===== src/rtl/piradip_axis_sample_player.sv =====
// Plays a span of a sample memory out of an AXI4-Stream manager port.
// The span can loop or play once. Two samples are prefetched through a one-cycle-latency
// read port, so the output can move one sample per cycle.
module piradip_axis_sample_player #(
    parameter int unsigned STREAM_OFFSET_WIDTH = 5,
    parameter int unsigned DATA_WIDTH          = 32
) (
    input  logic                           aclk,
    input  logic                           aresetn,
    input  logic                           stream_update,
    input  logic                           stream_active,
    input  logic                           stream_one_shot,
    input  logic [STREAM_OFFSET_WIDTH-1:0] stream_start_offset,
    input  logic [STREAM_OFFSET_WIDTH-1:0] stream_end_offset,
    output logic                           stream_stopped,
    output logic                           mem_en,
    output logic [STREAM_OFFSET_WIDTH-1:0] mem_addr,
    input  logic [DATA_WIDTH-1:0]          mem_rdata,
    output logic [DATA_WIDTH-1:0]          m_axis_tdata,
    output logic                           m_axis_tvalid,
    input  logic                           m_axis_tready,
    output logic                           m_axis_tlast
);

    localparam logic [1:0] IDLE  = 2'd0;
    localparam logic [1:0] RUN   = 2'd1;
    localparam logic [1:0] DRAIN = 2'd2;

    localparam logic [STREAM_OFFSET_WIDTH-1:0] PTR_ONE = STREAM_OFFSET_WIDTH'(1);

    logic [1:0]                     r_state;
    logic [1:0]                     w_state_next;
    logic [STREAM_OFFSET_WIDTH-1:0] r_ptr;
    logic [STREAM_OFFSET_WIDTH-1:0] r_end;
    logic                           r_one_shot;
    logic                           r_stopped;
    logic                           r_inflight;
    logic                           r_inflight_last;
    logic [DATA_WIDTH-1:0]          r_fifo_data [2];
    logic [1:0]                     r_fifo_last;
    logic                           r_head;
    logic                           r_tail;
    logic [1:0]                     r_count;

    logic       w_valid;
    logic       w_pop;
    logic       w_push;
    logic       w_start;
    logic       w_stop;
    logic       w_issue;
    logic       w_at_end;
    logic [2:0] w_occupancy;

    assign w_valid  = (r_count != 2'd0);
    assign w_pop    = w_valid & m_axis_tready;
    assign w_push   = r_inflight;
    assign w_start  = (r_state == IDLE) & stream_update & stream_active;
    assign w_stop   = (r_state == RUN) & stream_update & ~stream_active;
    assign w_at_end = (r_ptr == r_end);

    // A sample leaving this cycle frees its slot, which keeps the stream gap-free at tready=1
    assign w_occupancy = {1'b0, r_count} + {2'b00, r_inflight} - {2'b00, w_pop};
    assign w_issue     = (r_state == RUN) & ~w_stop & (w_occupancy < 3'd2);

    assign mem_en         = w_issue;
    assign mem_addr       = r_ptr;
    assign stream_stopped = r_stopped;
    assign m_axis_tvalid  = w_valid;
    assign m_axis_tdata   = r_fifo_data[r_head];
    assign m_axis_tlast   = w_valid & r_fifo_last[r_head];

    // Next-state decode for the run/drain sequencing
    always_comb begin
        w_state_next = r_state;
        case (r_state)
            IDLE: begin
                if (w_start) w_state_next = RUN;
            end
            RUN: begin
                if (w_stop) begin
                    w_state_next = DRAIN;
                end else if (w_issue && w_at_end && r_one_shot) begin
                    w_state_next = DRAIN;
                end
            end
            DRAIN: begin
                if (!w_valid && !r_inflight) w_state_next = IDLE;
            end
            default: w_state_next = IDLE;
        endcase
    end

    // State and the registered idle flag
    always_ff @(posedge aclk or negedge aresetn) begin
        if (!aresetn) begin
            r_state   <= IDLE;
            r_stopped <= 1'b1;
        end else begin
            r_state   <= w_state_next;
            r_stopped <= (w_state_next == IDLE);
        end
    end

    // Read pointer: latched on start, then stepped or reloaded from the live offsets per read
    always_ff @(posedge aclk or negedge aresetn) begin
        if (!aresetn) begin
            r_ptr      <= '0;
            r_end      <= '0;
            r_one_shot <= 1'b0;
        end else if (w_start) begin
            r_ptr      <= stream_start_offset;
            r_end      <= stream_end_offset;
            r_one_shot <= stream_one_shot;
        end else if (w_issue) begin
            if (w_at_end && !r_one_shot) begin
                r_ptr <= stream_start_offset;
                r_end <= stream_end_offset;
            end else begin
                r_ptr <= r_ptr + PTR_ONE;
            end
        end
    end

    // Track the single outstanding read and whether it is the period end
    always_ff @(posedge aclk or negedge aresetn) begin
        if (!aresetn) begin
            r_inflight      <= 1'b0;
            r_inflight_last <= 1'b0;
        end else begin
            r_inflight      <= w_issue;
            r_inflight_last <= w_issue & w_at_end;
        end
    end

    // Two-entry output FIFO fed by the read data one cycle after each read
    always_ff @(posedge aclk or negedge aresetn) begin
        if (!aresetn) begin
            for (int i = 0; i < 2; i++) r_fifo_data[i] <= '0;
            r_fifo_last <= 2'b00;
            r_head      <= 1'b0;
            r_tail      <= 1'b0;
            r_count     <= 2'd0;
        end else begin
            if (w_push) begin
                r_fifo_data[r_tail] <= mem_rdata;
                r_fifo_last[r_tail] <= r_inflight_last;
                r_tail              <= ~r_tail;
            end
            if (w_pop) r_head <= ~r_head;
            r_count <= r_count + {1'b0, w_push} - {1'b0, w_pop};
        end
    end

endmodule


===== config.mk =====
export PLATFORM = sky130hd
export DESIGN_NAME = piradip_axis_sample_player
export DESIGN_NICKNAME = d
export VERILOG_FILES = /design/src/rtl/piradip_axis_sample_player.sv
export SDC_FILE = /design/constraint.sdc
export NUM_CORES = 1
export LEC_CHECK = 0
export CORE_UTILIZATION = 35
export CTS_CLUSTER_DIAMETER = 40
export CTS_CLUSTER_SIZE = 40
export DETAILED_ROUTE_END_ITERATION = 10
export GPL_TIMING_DRIVEN = 0
export HOLD_SLACK_MARGIN = 0.15
export PLACE_DENSITY = 0.66
export SLEW_MARGIN = 20
export SYNTH_ARGS = -nofsm -noshare
export SYNTH_HDL_FRONTEND = slang
export SYNTH_SLANG_ARGS = --single-unit

===== constraint.sdc =====
create_clock -name aclk -period 4.2 [get_ports aclk]
set_input_delay 1.26 -clock aclk [delete_from_list [all_inputs] [get_ports aclk]]
set_output_delay 1.26 -clock aclk [all_outputs]
set_load 0.01 [all_outputs]

==> Word level (Yosys, flattened, before mapping) <==
Index checks and enable logic that the tools add are counted.
{ "word_totals": {"register_bits": 86, "inputBits": 48, "output_inout_bits": 41, "word_cells": 80} }
{ "op_classes": {"n_addsub": 5, "magnitude_cmp": 7, "n_eq_ne": 3, "muxes": 22, "n_bitwise": 15, "reduce_logical": 15} }
{ "op_table": {"columns": ["op", "n"], "rows": [
  ["32-bit two-way mux", 4],
  ["64-bit bitwise mux", 1],
  ["32-bit demux with 1-bit select", 1],
  ["5-bit two-way mux", 6],
  ["1-bit bitwise AND", 9],
  ["2-bit two-way mux", 4],
  ["1-bit logical AND", 6],
  ["2-bit case mux with 3 select lines", 1],
  ["2-bit nonzero test", 3],
  ["5-bit by 1-bit adder with 5-bit output, second input constant", 1],
  ["5-bit equality test", 1],
  ["2-bit greater-or-equal comparator, second input constant", 2],
  ["2-bit zero test", 2],
  ["1-bit by 2-bit < comparator with 1-bit output, second input constant", 2],
  ["1-bit inverter", 4],
  ["1-bit inverter with 2-bit output", 2],
  ["2-bit by 1-bit adder with 3-bit output", 1],
  ["1-bit zero test", 3],
  ["3-bit by 2-bit < comparator with 1-bit output, second input constant", 1],
  ["1-bit two-way mux", 3],
  ["3-bit by 1-bit subtractor with 3-bit output", 1],
  ["2-bit by 1-bit adder with 2-bit output", 1],
  ["2-bit bitwise mux", 1],
  ["2-bit by 1-bit equality test with 1-bit output, second input constant", 1],
  ["6 further kinds", 6]
]} }

==> Logic depth before layout (Yosys ltp) <==
{ "depth": {"word_depth": 12, "depth_mapped": 15, "mapped_depth_nobuf": 14} }

==> Least setup slack after synthesis <==
Ideal clock, no wire load.
{ "synth_timing": {"path_type": "input port to output port", "from": "in m_axis_tready", "to": "out mem_en", "t_arrival_ns": 2.940, "required_ns": 2.940, "slack_ns": 0.000, "path_stages": 10, "n_path_buf": 1, "cell_sequence": "and2_1 -> ha_1 -> inv_1 -> ha_1 -> inv_1 -> fa_1 -> xnor2_1 -> nand4_1 -> inv_1 -> buf_2"} }
{ "synth_between": {"elab_chain_cells": 4} }
{ "synth_rtl": {"columns": ["item", "line", "text"], "rows": [
  ["from (decl)", "21", "input logic m_axis_tready,"],
  ["1-bit bitwise AND", "55", "assign w_pop = w_valid & m_axis_tready;"],
  ["3-bit by 1-bit subtractor with 3-bit output", "62", "assign w_occupancy = {1'b0, r_count} + {2'b00, r_inflight} - {2'b00, w_pop};"],
  ["3-bit by 2-bit < comparator with 1-bit output", "63", "assign w_issue = (r_state == RUN) & ~w_stop & (w_occupancy < 3'd2);"],
  ["1-bit bitwise AND", "63", null],
  ["to (decl)", "16", "output logic mem_en,"]
]} }
Every way passes these cells.

==> Final worst setup path <==
{ "layout_timing": {"from": "in m_axis_tready", "to": "out mem_en"} }
{ "layout_between": {"elab_chain_cells": 4} }
{ "layout_rtl": {"columns": ["item", "line", "text"], "rows": [
  ["1-bit bitwise AND", "55", null],
  ["net w_pop", "46", "logic w_pop;"],
  ["3-bit by 1-bit subtractor with 3-bit output", "62", null],
  ["3-bit by 2-bit < comparator with 1-bit output", "63", null],
  ["1-bit bitwise AND", "63", null]
]} }
The timed path passes the listed nets, and every way through them passes these cells.

==> run summary <==
Status - completed
Syn Std Cell Area - 3920 sq um
WS Path Type - in -> out
Post-Syn Instances - 282
Clk pin slew, worst setup/hold paths - 90 ps
RSZ-0062 raised after global routing - no
Final std cells w/o fill - 530
Tightest Hold Check Type - reg -> reg
Die Span X - 108 um
Diodes inserted - 0
M3 GR Usage - 4.78%
Worst Reg-to-Reg Cells - 13
DRT antenna net count - 0
Flop2flop setup slack - 1140 ps
Critical R2R Capture - mem_addr[4]
Post-Place Worst Slack - -1210 ps
Final Hold Fails - 0
Drt total wl - 8.37 mm
PD cells - 751 nW/um^2
DR pass1 iterations - 4
Max rail drop VDD - 0.000364 V
Max-Cap Viols - 0
Final net count - 437
Clock Skew - 10.5 ps
Worst Path Arrival - 2860 ps
Crit. Startpoint - m_axis_tready
Htree depth - 3
Min cycle time layout - 4120 ps
Initial antenna violation count - 0
Syn-to-layout area delta - 33.8%
FP Rows - 38
Synthesized net count - 334
CTS root buffer - clkbuf_8
Starting density of the core - 36.0%
Routed len/inst - 15.8 um
# clock sinks - 86
Skew-Pair Late Insertion Delay - 350 ps
DP HPWL - 5.84 mm
Leak - 2.21 nW
Gp weighted congestion - 0.788
Core area - 10900 sq um
CP startpoint kind - input pin
Layout cell share with drive strength beyond 1 - 36.4%
Final worst-path cycle share - 98.2%
Synth warnings - 0
Worst slew pin tran - 691 ps
Largest net degree at the start of global routing - 53
First-pass GRT wire length - 13.8 mm
EDFF count, synth - 0
Primary FF master, synth - dfrtp_1
Slew Viols, Final - 0
CTS tree - built
IO Port Bufs - 88
Yosys cell types - 40
Avg Cell Area, Syn - 13.9 sq um
Vias per cell - 4.88
Yosys reg bits - 86
Critical Path Sink - mem_en
Final-report setup violation count - 0
Met2 GRT Util - 25.6%
DRC - 0
Die Span Y - 108 um
Ys async rst share - 100%
F_max - 243 MHz
Slew headroom - 53.9%
Via count - 2587
CTS Buf Count - 9
CTS Hold Bufs - 0
Worst Hold Path Cells - 1
WP data required - 2940 ps
Critical R2R Launch - r_count[1]
Post-synthesis sequential area ratio - 55.0%
Vias in the first global route - 2784
Final Util - 48.1%
Overall global routing resource usage - 15.7%
CP max FO - 3
Total grt overflow - 0
Clock buffer depth - 2
Placed cells - 511
Worst setup margin - 77.3 ps
Ports - 89
Met1 GRT Util - 19.7%
CP Capture Type - output pin
Most crowded layer after global routing - met2
Die area - 11600 sq um
DRT iter0 DRCs - 75
==> power breakdown <==
group / switching, mW / internal [mW] / leakage (nW)
sequential: 0.225 / 1.23 / 1.03
clock: 0.286 / 0.245 / 0.0921
combinational: 0.753 / 1.20 / 1.09
total: 1.26 / 2.67 / 2.21
==> Yosys cell counts, types with 2 or more instances <==
cell type | number | area (sq um)
mux2_2 | 98 | 1100
dfrtp_1 | 85 | 2130
nand2_1 | 13 | 48.8
inv_1 | 9 | 33.8
a21oi_1 | 6 | 30.0
buf_1 | 6 | 22.5
clkbuf_1 | 6 | 22.5
mux2_4 | 5 | 75.1
nand3_1 | 4 | 20.0
xor2_1 | 4 | 35.0
a311o_2 | 3 | 33.8
ha_1 | 3 | 37.5
nor2_1 | 3 | 11.3
nor3_1 | 3 | 15.0
o21ai_0 | 3 | 15.0
a2bb2oi_1 | 2 | 17.5
buf_2 | 2 | 10.0
nand2b_1 | 2 | 12.5
nor2b_1 | 2 | 12.5
or4_1 | 2 | 15.0
xnor2_1 | 2 | 17.5
==> metrics by stage <==
stage | total power, mW | area (sq um) | TNS, ps | hold slack (ps)
finish | 3.94 | 5240 | 0 | 498
global route | 4.22 | 5240 | 0 | 517
CTS | 3.98 | 5240 | 0 | 497
detailed placement | 3.38 | 5000 | -1210 | 482
global placement | 3.31 | 4970 | -103080 | 475
floorplan | 2.57 | 3920 | 0 | 461
==> what timing repair did <==
action,in CTS,in global routing
pin swaps,4,3
endpoints found under the setup margin,1,1
gates resized for setup,19,1
cloned,0,0
buffers inserted,4,0
==> how the worst min path moves through the flow <==
stage,start,endpoint,slack (ps)
after global placement,r_tail,r_tail,470
after global routing,r_fifo_data[24],r_fifo_data[24],520
after CTS,r_tail,r_tail,500
after detailed placement,r_tail,r_tail,480
final,r_tail,r_tail,500
after floorplan,r_tail,r_tail,460
==> kinds of logic after synthesis <==
kind of cell | count (synthesis) | synth area share, %
xor gates and xnor gates | 6 | 1.34
and+or+nand+nor | 39 | 5.63
AOI/OAI and AO/OA | 20 | 3.93
adders and majority gates | 4 | 1.47
DFF | 86 | 55.0
muxes | 104 | 30.4
buffers and inverters | 23 | 2.27
==> per-layer routing <==
metal	share of wire [%]	vias to the layer above	wire (um)
met5	0	-	0
met2	47	72	3930
met4	1.6	0	130
li1	-	1213	-
met3	6.1	11	511
met1	45	1291	3800
==> sequential cells by signal (all words and copies together), names as in the netlist, 2 cells and up <==
name         flops
r_end            5
r_fifo_data     64
r_fifo_last      2
mem_addr         5
r_state          2
r_count          2
==> layout make-up <==
type,instances,area [sq um]
multi-input cells,173,1710
flip-flops and latches,86,2150
fillers,995,5650
inverters,9,33.8
clock buffers,12,155
clock inverters,4,22.5
well taps,140,175
repair buffers,93,938
plain buffers,13,50.0
==> worst max-delay path: stages <==
cell	delay, ps
buf_6	90
and2_4	140
ha_4	230
inv_2	60
ha_4	120
inv_2	30
fa_2	530
nand4_1	170
inv_2	120
buf_6	100
==> layout by cell type (no fill, tap or decap), types with 4 or more instances in the layout <==
cell / count
clkdlybuf4s50_1: 85
inv_1: 6
buf_1: 6
dfrtp_1: 85
a21oi_1: 6
buf_4: 5
xor2_1: 4
mux2_2: 98
clkbuf_1: 7
mux2_4: 5
nand3_1: 4
clkbuf_8: 11
nand2_1: 13
Power figures use the tool's default switching activity.
